**config.mk**
```make
export PLATFORM = sky130hd
export DESIGN_NAME = fifo_uart_tx
export DESIGN_NICKNAME = d
export VERILOG_FILES = /design/src/rtl/uart_tx_pkg.sv /design/src/rtl/uart_baud_gen.sv /design/src/rtl/fifo_uart_tx.sv
export SDC_FILE = /design/constraint.sdc
export NUM_CORES = 1
export LEC_CHECK = 0
export CORE_ASPECT_RATIO = 1.25
export CORE_MARGIN = 8
export CORE_UTILIZATION = 52
export DETAILED_ROUTE_END_ITERATION = 16
export GPL_ROUTABILITY_DRIVEN = 0
export PLACE_DENSITY_LB_ADDON = 0.12
export SYNTH_ARGS = -nofsm -noshare
export SYNTH_HDL_FRONTEND = slang
export SYNTH_HIERARCHICAL = 1
export SYNTH_SLANG_ARGS = --single-unit
```
**constraint.sdc**
```tcl
create_clock -name clk_in -period 2.63 [get_ports clk_in]
set_input_delay 0.263 -clock clk_in [delete_from_list [all_inputs] [get_ports clk_in]]
set_output_delay 0.263 -clock clk_in [all_outputs]
set_load 0.03 [all_outputs]
```
**src/rtl/uart_tx_pkg.sv**
```systemverilog
// Shared types and constants for the FIFO-fed UART transmitter.
// The PARITY state is only reachable when FIFO_UART_TX_PARITY_EN is defined.
package uart_tx_pkg;

   localparam int DATA_W    = 8;
   localparam int BIT_IDX_W = $clog2(DATA_W);

   typedef enum logic [2:0] {
      IDLE,
      START,
      DATA,
      PARITY,
      STOP
   } tx_state_e;

   // Clock cycles from the first start-bit cycle to the last stop-bit cycle.
   function automatic int frame_len(input int clk_div, input int stop_bits, input int parity_bits);
      return (1 + DATA_W + parity_bits + stop_bits) * clk_div;
   endfunction

endpackage

```
**src/rtl/uart_baud_gen.sv**
```systemverilog
// Bit-period timer: counts 0..CLK_DIV-1 and strobes bit_end on the final count.
// bit_pre_end fires one cycle earlier so callers can register an end-of-bit output.
module uart_baud_gen #(
   parameter int CLK_DIV = 16
) (
   input  logic clk_in,
   input  logic rst_n,
   input  logic clr,
   output logic bit_end,
   output logic bit_pre_end
);

   localparam int CNT_W = $clog2(CLK_DIV);

   logic [CNT_W-1:0] cnt;

   always_ff @(posedge clk_in or negedge rst_n) begin
      if (!rst_n)
         cnt <= '0;
      else if (clr || bit_end)
         cnt <= '0;
      else
         cnt <= cnt + 1'b1;
   end

   assign bit_end     = (cnt == CNT_W'(CLK_DIV - 1));
   assign bit_pre_end = (cnt == CNT_W'(CLK_DIV - 2));

endmodule

```
**src/rtl/fifo_uart_tx.sv**
```systemverilog
// Drains a show-ahead FIFO and serialises each byte as an LSB-first UART frame.
// Define FIFO_UART_TX_PARITY_EN to insert an even-parity bit after the data bits.
module fifo_uart_tx
   import uart_tx_pkg::*;
#(
   parameter int CLK_DIV   = 16,
   parameter int STOP_BITS = 1
) (
   input  logic              clk_in,
   input  logic              rst_n,
   input  logic [DATA_W-1:0] fifo_q,
   input  logic              fifo_empty,
   output logic              fifo_rdreq,
   input  logic              enable,
   output logic              tx,
   output logic              busy,
   output logic              frame_done
);

   tx_state_e            state, state_nxt;
   logic                 bit_end, bit_pre_end, baud_clr;
   logic                 launch, last_stop, pop;
   logic [BIT_IDX_W-1:0] bit_idx;
   logic [DATA_W-1:0]    shreg, shreg_nxt;
   logic                 stop_idx;
   logic                 tx_nxt, busy_nxt, frame_done_nxt;
`ifdef FIFO_UART_TX_PARITY_EN
   logic                 parity;
`endif

   uart_baud_gen #(.CLK_DIV(CLK_DIV)) u_baud (
      .clk_in      (clk_in),
      .rst_n       (rst_n),
      .clr         (baud_clr),
      .bit_end     (bit_end),
      .bit_pre_end (bit_pre_end)
   );

   assign launch    = enable && !fifo_empty;
   assign last_stop = (STOP_BITS == 1) || stop_idx;
   // rst_n gates the pop so a held reset never drains the FIFO.
   assign pop       = rst_n && launch &&
                      ((state == IDLE) || ((state == STOP) && last_stop && bit_end));
   assign fifo_rdreq = pop;
   assign baud_clr   = (state == IDLE) || (state_nxt != state);

   always_ff @(posedge clk_in or negedge rst_n) begin
      if (!rst_n)
         state <= IDLE;
      else
         state <= state_nxt;
   end

   always_comb begin
      state_nxt = state;
      case (state)
         IDLE:   if (pop) state_nxt = START;
         START:  if (bit_end) state_nxt = DATA;
`ifdef FIFO_UART_TX_PARITY_EN
         DATA:   if (bit_end && (bit_idx == BIT_IDX_W'(DATA_W - 1))) state_nxt = PARITY;
         PARITY: if (bit_end) state_nxt = STOP;
`else
         DATA:   if (bit_end && (bit_idx == BIT_IDX_W'(DATA_W - 1))) state_nxt = STOP;
`endif
         STOP:   if (bit_end && last_stop) state_nxt = pop ? START : IDLE;
         default: state_nxt = IDLE;
      endcase
   end

   // Line level is computed from the next state so tx changes on the entry edge.
   always_comb begin
      shreg_nxt = shreg;
      if (pop)
         shreg_nxt = fifo_q;
      else if ((state == DATA) && bit_end)
         shreg_nxt = shreg >> 1;
      case (state_nxt)
         START:   tx_nxt = 1'b0;
         DATA:    tx_nxt = shreg_nxt[0];
`ifdef FIFO_UART_TX_PARITY_EN
         PARITY:  tx_nxt = parity;
`endif
         default: tx_nxt = 1'b1;
      endcase
      busy_nxt       = (state_nxt != IDLE);
      frame_done_nxt = (state == STOP) && last_stop && bit_pre_end;
   end

   always_ff @(posedge clk_in or negedge rst_n) begin
      if (!rst_n) begin
         tx         <= 1'b1;
         busy       <= 1'b0;
         frame_done <= 1'b0;
         shreg      <= '0;
         bit_idx    <= '0;
         stop_idx   <= 1'b0;
`ifdef FIFO_UART_TX_PARITY_EN
         parity     <= 1'b0;
`endif
      end else begin
         tx         <= tx_nxt;
         busy       <= busy_nxt;
         frame_done <= frame_done_nxt;
         shreg      <= shreg_nxt;
         if (pop)
            bit_idx <= '0;
         else if ((state == DATA) && bit_end)
            bit_idx <= bit_idx + 1'b1;
         if (state != STOP)
            stop_idx <= 1'b0;
         else if (bit_end)
            stop_idx <= ~stop_idx;
`ifdef FIFO_UART_TX_PARITY_EN
         if (pop)
            parity <= ^fifo_q;
`endif
      end
   end

endmodule

```
==> results.txt, run 1 <==
For this run, the leading register cell type out of synthesis is sky130_fd_sc_hd__dfrtp_1. The worst setup path is launched from a flip-flop. The cell count after placement came out at around 130. The latest clock arrival within the worst-skew pair came out at a little over 0.3 ns.

The CTS tree is built. By count the netlist is led by sky130_fd_sc_hd__dfrtp_1 (20), sky130_fd_sc_hd__nand2b_1 (9), sky130_fd_sc_hd__inv_1 (7). Setup repair after global routing left no endpoint under its margin. The critical path start-end classification is flip-flop to output pin. The sequential power share is 0.602.

The proportion of power drawn by combinational gates came out at 0.124. The placeable core area is 0.001982 mm2. In the routed layout, each cell is associated on average with a via count of a little over 6. The residual antenna-violating net count after detailed routing is 0. The signal on the critical path passes through ha_1 -> and3_2 -> nand2b_1 -> nand3_1 -> inv_2 -> buf_4.

At the pin with the least slew margin, the transition time is 0.3873 ns. The relative max-transition margin came out at 0.7383. The tool flagged a number of max-cap violations equal to 0. Along the worst path, the maximum fanout reaches 12. The first global-routing pass estimated between 3000 and 4000 um of wire. The share of the Yosys chip area taken by registers is 0.4856. The leakage dissipation is approximately 0.57 nW. The via count of the routed design came out at approximately 830. By area the synthesized netlist is led by sky130_fd_sc_hd__dfrtp_1 (46%), sky130_fd_sc_hd__nand2b_1 (5.2%), sky130_fd_sc_hd__o221a_2 (5.2%). The total power consumption of the routed design came out at 0.5717 mW. For this run, the post-layout net count is approximately 140. The number of I/O pins is 16. The setup TNS came out at 0 ns.

The clock skew after layout is roughly 0.0019 ns. The final cell count without fillers is 138. The maximum number of buffers from clock root to sink is 2.

The via count of the first global-routing pass came out at ~910. The number of antenna repair diodes is 0. The cell area that synthesis handed to floorplanning was around 0.0011 mm2. Summed over all layers, the global routing overflow is 0. The number of failing setup endpoints in the final timing report came out at 0. The width of the die is between 50 and 60 um. The share of the synthesized area in the top cell type came out at 0.4614.

The first detailed-routing pass took 4 iterations. The total nets after synthesis came out at 116. The proportion of layout cells with a drive suffix above 1 came out at 0.1864. The endpoint identified for the worst register-to-register timing path is busy. The number of cells on the worst reg-to-reg path came out at 6.

The fill cell instance count of the final layout is between 150 and 200. The share of total power dissipated in the clock network is 0.274. The top cell family by delay on the critical path is simple AND/OR/NAND/NOR gates. The post-synthesis area per instance is about 11 um2.

The largest area contributor in the synthesized netlist is sky130_fd_sc_hd__dfrtp_1. The number of DRC markers after the initial detailed-route iteration came out at 36. The required time of the worst setup path came out at 2.37 ns.

The run finished with clean final reports. The final wirelength is around 2300 um. The clock root buffer master is sky130_fd_sc_hd__clkbuf_4. The total count of hold-check failures in the final report is 0. In the post-synthesis netlist, the cell with the most instances is sky130_fd_sc_hd__dfrtp_1. The worst setup path is captured at an output pin. The number of instances in the synthesized netlist came out at 100. For this configuration, the core starts out at a cell density of 0.5473.

The share of async-settable or async-resettable flops after synthesis is 1.000. The die outline height is about 67 um. The clock-pin slew of the registers on the worst-case setup and hold paths is approximately 0.12 ns.

The die covers roughly 0.0038 mm2. In this design, the stage delay of the slowest critical-path cell is between 0.4 and 0.5 ns. The worst hold path belongs to the class input port to asynchronous set/reset pin.

Summed over all nets, the half-perimeter wirelength after detailed placement is 1693 um. The count of flip-flops with a built-in enable after synthesis came out at 0. The final max-slew violation count is 0.

The relative area change from synthesis to final layout came out at 18.92%. CTS built an H-tree with a depth of 1. The post-route core utilization is 0.6509.

Once placement finished, the instance area stood at between 0.001 and 0.0015 mm2. The count of yosys warnings during synthesis came out at 6. Dividing the detail-routed wire length by the instance count gives roughly 16 um. The number of antenna violations at the first check in global routing came to 0. The switching share of power came out at 0.2456.

The detailed-route DRC error count came out at 0. The signal arrival time at the worst endpoint came out at about 2.1 ns. The worst supply voltage drop on vdd is 0.3277 mV.

The highest clock frequency the design can meet is around 420 MHz. The share of the cycle needed by the critical path after routing came out at 0.9065. The post-CTS setup-driven buffer insertion count came out at 0.

The count of buffers added on input and output ports is 15. The slowest stage cell on the critical path is sky130_fd_sc_hd__dfrtp_1. The net switching power is ~0.14 mW. The sum of buffers and inverters on the critical path is 2. The number of core rows is 18. The worst register-to-register path begins at u_baud/cnt[0]. The post-synthesis cell type count is 37. The clock drives 21 sinks.

The shortest clock period the worst path allows after layout is around 2.4 ns. The internal portion of total power came out at approximately 0.43 mW. The TritonCTS buffer count came out at 3. The global router's overall resource usage came out at 0.1309. The area of all placed cells without fillers is ~0.0013 mm2. In this run the register-to-register setup slack is about 0.53 ns. The post-synthesis register bit count is 21. The pin count of the biggest net entering global routing is 23. In this run the power density over the cells is 443.2 mW/mm2.
-- logic make-up after synthesis --
| group | Yosys count | synth area share |
|---|---|---|
| compound gates | 24 | 0.1765 |
| fa+ha+maj | 4 | 0.04614 |
| xor+xnor | 1 | 0.008075 |
| buf+inv | 11 | 0.04038 |
| flops | 21 | 0.4856 |
| mux | 3 | 0.02768 |
| simple gates | 36 | 0.2157 |
-- power by group through the flow --
stage / combinational (mW) / sequential, mW / clock [mW]
global placement: 0.0705 / 0.350 / 0
CTS: 0.0719 / 0.344 / 0.163
detailed placement: 0.0715 / 0.350 / 0
floorplan: 0.0344 / 0.350 / 0
finish: 0.0710 / 0.344 / 0.157
global route: 0.0780 / 0.347 / 0.174
-- timing repair --
| item | 4_1_cts | 5_1_grt |
|---|---|---|
| setup endpoints to repair | 0 | 1 |
| resized for setup | 0 | 1 |
| hold buffers | 0 | 0 |
-- sequential cells by signal (all words and copies together) (netlist names) --
signal and cells:
tx 1, u_baud/cnt 4, shreg 8, frame_done 1
state 3, bit_idx 3, busy 1
-- layer usage --
metal	global-route usage	routed length, um
met5	0	0
met4	0.1000	94
met3	0.02852	107
met2	0.2294	1160
met1	0.1331	906
-- layout by cell type (no fill, tap or decap), types with 2 or more instances in the layout --
cell                              netlist  routed
sky130_fd_sc_hd__dfrtp_1               20      20
sky130_fd_sc_hd__clkdlybuf4s50_1        0      14
sky130_fd_sc_hd__nand2b_1               9       9
sky130_fd_sc_hd__inv_1                  7       6
sky130_fd_sc_hd__nand2_1                5       5
sky130_fd_sc_hd__a21oi_1                5       5
sky130_fd_sc_hd__o221a_2                5       5
sky130_fd_sc_hd__o21ai_0                4       4
sky130_fd_sc_hd__nor2_1                 4       4
sky130_fd_sc_hd__ha_1                   4       4
sky130_fd_sc_hd__buf_4                  0       4
sky130_fd_sc_hd__mux2i_1                3       3
sky130_fd_sc_hd__clkbuf_4               0       3
sky130_fd_sc_hd__nand3_1                2       2
sky130_fd_sc_hd__and2_1                 2       2
sky130_fd_sc_hd__o22ai_1                2       2
sky130_fd_sc_hd__or3_1                  2       2
sky130_fd_sc_hd__and3_2                 2       2
-- final cells by class --
type	instances	area, um2	area share
Timing Repair Buffer	18	170.2	0.1319
Clock inverter	1	5.005	0.003880
Inverter	7	26.28	0.02037
Sequential cell	21	526.8	0.4083
Multi-Input combinational cell	68	514.2	0.3986
Clock buffer	3	22.52	0.01746
Tap cell	20	25.02	0.01940
-- worst register-to-register path: stages (launching register included) --
cell and delay, ns:
sky130_fd_sc_hd__dfrtp_1 0.44, sky130_fd_sc_hd__ha_1 0.27, sky130_fd_sc_hd__and3_2 0.31, sky130_fd_sc_hd__nand2b_1 0.19, sky130_fd_sc_hd__nand3_1 0.29, sky130_fd_sc_hd__inv_2 0.12, sky130_fd_sc_hd__or3_1 0.37
-- metrics by stage --
stage	setup WS (ns)	hold WS [ns]
final	0.2458	0.3854
after global routing	0.04074	0.4098
after CTS	0.1610	0.3906
after detailed placement	0.4834	0.5026
after global placement	0.5657	0.4785
after floorplan	0.5994	-0.03259
-- worst max-delay path by stage --
stage	start	endpoint	slack, ns	cells past startpoint
after floorplan	u_baud/cnt[0]	u_baud/cnt[0]	0.60	8
after global placement	u_baud/cnt[0]	busy	0.57	6
after detailed placement	u_baud/cnt[0]	busy	0.48	6
after CTS	u_baud/cnt[0]	fifo_rdreq	0.16	6
after global routing	u_baud/cnt[0]	fifo_rdreq	0.04	6
final	u_baud/cnt[0]	fifo_rdreq	0.25	6
Power figures use the tool's default switching activity.
==> run 2, diff against run 1 <==
- ABC_AREA: not set -> 1
- CORE_MARGIN: 8 -> 1.5
- CORE_UTILIZATION: 52 -> 47
- clock period: 2.63 -> 2 ns (I/O delays scaled with it)
==> run 2 against run 1 <==
  * Synthesized area is 0.92% higher
  * Combinational power grew to 7.0 times the previous value
  * Largest cell class unchanged
  * Sequential share of layout area is 1.9 points lower
  * Critical endpoint unchanged
  * Design area is 4.8% higher
  * Largest power group unchanged
  * First-iteration DRC count is 72% lower
  * Via count is 0.36% lower
  * Routed wire length is 18% lower
  * Die area is 31% lower
  * Power is 140% higher
  * Hold slack worse by 0.14 ns
  * Clock-buffer cell count stayed put
  * Utilization is 3.9 points lower
==> results.txt, run 2 <==
In the synthesized netlist, the cells that appear most often are sky130_fd_sc_hd__nand2_1 (23), sky130_fd_sc_hd__dfrtp_1 (20), sky130_fd_sc_hd__nor2_1 (20), sky130_fd_sc_hd__inv_1 (8). Sorting the synthesized cells by area gives the leading types as sky130_fd_sc_hd__dfrtp_1 (46%), sky130_fd_sc_hd__nand2_1 (7.9%), sky130_fd_sc_hd__nor2_1 (6.9%). The sum of buffers and inverters on the critical path came to 3 (+1). The number of antenna violations at the first check in global routing is 0 (unchanged). The leakage dissipation came out at 0.6510 nW (+14%). The placeable core area came out at 0.002211 mm2 (+12%). The class of the tightest hold or removal check is input port to asynchronous set/reset pin. The via count of the first global-routing pass is 817 (-9.9%). The proportion of power drawn by combinational gates is 0.358 (+0.234). The post-synthesis area per instance came out at 9.278 um2 (-14%). The clock skew after layout is 0.002441 ns (+0.0005454 ns).

The post-detailed-route wirelength per cell was 10.79 um (-34%). The initial cell density of the core is 0.4952 (-0.05216). The post-route core utilization is 0.6118 (-0.03911). Walking the worst path, the cells encountered are ha_2 -> nand2_2 -> nor2_4 -> inv_2 -> a21oi_4 -> nand2_4 -> inv_6 -> buf_6. The highest clock frequency the design can meet is 532.0 MHz. Among all cell types in the netlist, the one instantiated most often is sky130_fd_sc_hd__nand2_1. The final wirelength is 1867 um (-18%). The relative area change from synthesis to final layout is 23.54%. Dividing the final minimum period by the clock period gives 0.9398. The number of I/O pins came out at 16 (unchanged). The post-synthesis register bit count is 21 (unchanged).

The register with the most flip-flops in the final layout is shreg. The count of flip-flops with a built-in enable after synthesis came to 0 (unchanged). STA classifies the critical path endpoint as an output pin. The cell count after placement is 164 (+22%).

The setup TNS is 0 ns (unchanged). The remaining global-route overflow is 0 (unchanged). The power per cell area came to 1022 mW/mm2 (+130%). The pin count of the biggest net entering global routing was 22 (-4.3%). The residual antenna-violating net count after detailed routing is 0 (unchanged). The logic depth of the worst setup path including buffers was 8 (+2). The clock network fraction of total power is 0.150 (-0.124).

The sequential power share came out at 0.491 (-0.111). The global router's overall resource usage is 0.1746 (+0.04368). The clock-pin slew of the registers on the worst-case setup and hold paths is 0.12 ns (about the same). The flow ran to the end, and the final reports show no timing, DRC or antenna violations.

The hold-fix buffer count after cts was 0 (unchanged). The iteration count of the initial detailed-routing pass came to 4 (unchanged). The relative max-transition margin came out at 0.7862 (+0.04794). The slowest stage of the critical path is the sky130_fd_sc_hd__dfrtp_1 cell. The total number of clock tree sinks came out at 21 (unchanged). The critical path start-end classification is flip-flop to output pin.

In the layout the commonest cells are sky130_fd_sc_hd__nand2_1 (23), sky130_fd_sc_hd__dfrtp_1 (20), sky130_fd_sc_hd__nor2_1 (19). In this run the clock root is driven by a sky130_fd_sc_hd__clkbuf_4. The switching share of power came out at 0.3612 (+0.1156). The first-pass GRT wire length came out at 3332 um (-16%). The maximum number of buffers from clock root to sink is 2 (unchanged). The reported max-cap violation count came to 0 (unchanged). The number of antenna repair diodes came to 0 (unchanged). The die outline height is 56.96 um (-15%). The number of DRC markers after the initial detailed-route iteration is 10 (-72%). The number of instances in the synthesized netlist is 118 (+18%). The count of buffers inserted at the top-level ports is 15 (unchanged). The share of async-settable or async-resettable flops after synthesis came out at 1.000 (unchanged). Leaving out fill and tap cells, the most frequent cell in the layout is sky130_fd_sc_hd__nand2_1. In the synthesized netlist the dominant register cell turns out to be sky130_fd_sc_hd__dfrtp_1. The minimum hold slack came out at 0.2473 ns (-0.1381 ns). The latest clock arrival within the worst-skew pair came out at 0.31 ns (about the same). The flip-flop count of the largest register, all copies and words added came out at 8 (unchanged).

The kind of launch point of the worst setup path is a flip-flop. The via count of the routed design came out at 831 (-0.36%). The internal portion of total power is 0.8826 mW (+100%). The total nets after synthesis is 134 (+16%). The detailed-route DRC error count was 0 (unchanged). The shortest clock period the worst path allows after layout is about 1.9 ns. The worst supply voltage drop on vdd is 0.6860 mV (+110%). The final net count came out at 159 (+18%). The number of failing setup endpoints in the final timing report is 0 (unchanged). The register area share after synthesis came out at 0.4811 (-0.004440).

The biggest fanout along the worst timing path came out at 5 (-7). The share of the synthesized area in the top cell type came out at 0.4571 (-0.004218). The cell family contributing the most delay on the critical path is flip-flops. The die outline area came to 0.002630 mm2 (-31%). The half-perimeter wire length of the detailed placement result was 1423 um (-16%). Setup repair after global routing left no endpoint under its margin. The count of yosys warnings during synthesis is 6 (unchanged). The width of the die came to 46.17 um (-19%). The total count of hold-check failures in the final report came out at 0 (unchanged). The signal arrival time at the worst endpoint came out at 1.68 ns (-0.44 ns). The largest area contributor in the synthesized netlist is sky130_fd_sc_hd__dfrtp_1. The TritonCTS buffer count was 3 (unchanged). The transition time at the pin with the least slew margin is 0.3207 ns (-0.06663 ns). The number of cells on the worst reg-to-reg path is 10 (+4). The final max-slew violation count is 0 (unchanged). The post-synthesis cell type count came out at 27 (-27%). The internal reg-to-reg setup slack is 0.27 ns (-0.26 ns). In the final layout, the registers with the most flip-flops are shreg x8, u_baud/cnt x4. The number of core rows came out at 19 (+1). The required time of the worst setup path is 1.80 ns (-0.57 ns). The number of vias per cell is 4.803 (-21%). The net switching power came out at 0.4992 mW (+260%). The final cell count without fillers is 173 (+25%). The H-tree depth came to 1 (unchanged). The proportion of layout cells with a drive suffix above 1 is 0.2465 (+0.06004). TritonCTS built the clock tree. The maximum single-stage delay on the critical path came out at 0.40 ns (-0.03 ns). The total power consumption of the routed design came out at 1.382 mW (+140%). The post-synth design cell area came out at 0.001095 mm2 (+0.92%).
==> run 2: cells by family (layout without fill, tap and decap cells) <==
kind of cell,Yosys count,count (layout),synth area share
fa+ha+maj,4,4,0.04572
flops,21,21,0.4811
buf+inv,15,39,0.07200
simple gates,67,67,0.3291
compound gates,11,11,0.07199
==> run 2: area by class of cell <==
class	instances	area (um2)
inverters	13	56.30
flip-flops and latches	21	526.8
fillers	211	858.3
multi-input cells	82	499.2
clock buffers	3	22.52
well taps	31	38.79
clock inverters	1	5.005
repair buffers	22	203.9
==> run 2: power groups by stage <==
| stage | combinational (mW) | sequential, mW | clock, mW |
|---|---|---|---|
| CTS | 0.485 | 0.680 | 0.215 |
| global route | 0.571 | 0.698 | 0.237 |
| detailed placement | 0.456 | 0.697 | 0 |
| finish | 0.495 | 0.679 | 0.208 |
| floorplan | 0.311 | 0.704 | 0 |
| global placement | 0.445 | 0.689 | 0 |
==> run 2: worst reg2reg max path, cell delays in order, from the launching register on <==
cell	delay, ns
sky130_fd_sc_hd__dfrtp_1	0.40
sky130_fd_sc_hd__ha_2	0.20
sky130_fd_sc_hd__nand2_2	0.09
sky130_fd_sc_hd__nor2_4	0.16
sky130_fd_sc_hd__nand2_1	0.07
sky130_fd_sc_hd__nand3_1	0.12
sky130_fd_sc_hd__nand2_1	0.12
sky130_fd_sc_hd__o21ai_1	0.13
sky130_fd_sc_hd__nand2_1	0.07
sky130_fd_sc_hd__o21bai_2	0.21
sky130_fd_sc_hd__nor2_1	0.11
==> run 2: path summary, 6_finish.rpt <==
check                              start             to
setup / recovery           u_baud/cnt[1]     fifo_rdreq
hold / removal                     rst_n     frame_done
setup reg to reg           u_baud/cnt[1]  u_baud/cnt[3]
hold reg to reg                 shreg[7]       shreg[7]
max in group asynchronous          rst_n             tx
min in group clk_in            fifo_q[7]       shreg[7]
==> run 2: routing by layer <==
metal,wire length (um),share of wire,up-vias,GRT usage
met5,0,0,-,0
met4,45,0.024,0,0.08571
met3,59,0.032,5,0.02848
met2,936,0.50,14,0.2857
met1,825,0.44,386,0.2158
li1,-,-,426,-
==> run 2: timing repair <==
action,CTS,global route
setup endpoints to repair,1,1
buffers inserted,1,4
resized for setup,2,2
pin swaps,0,3
==> run 2: per-stage QoR <==
stage	setup WS, ns	instance area (um2)
after floorplan	0.3495	1095
after global placement	0.2206	1274
after detailed placement	0.1365	1274
after CTS	0.02536	1316
after global routing	0.0008398	1353
final	0.1204	1353
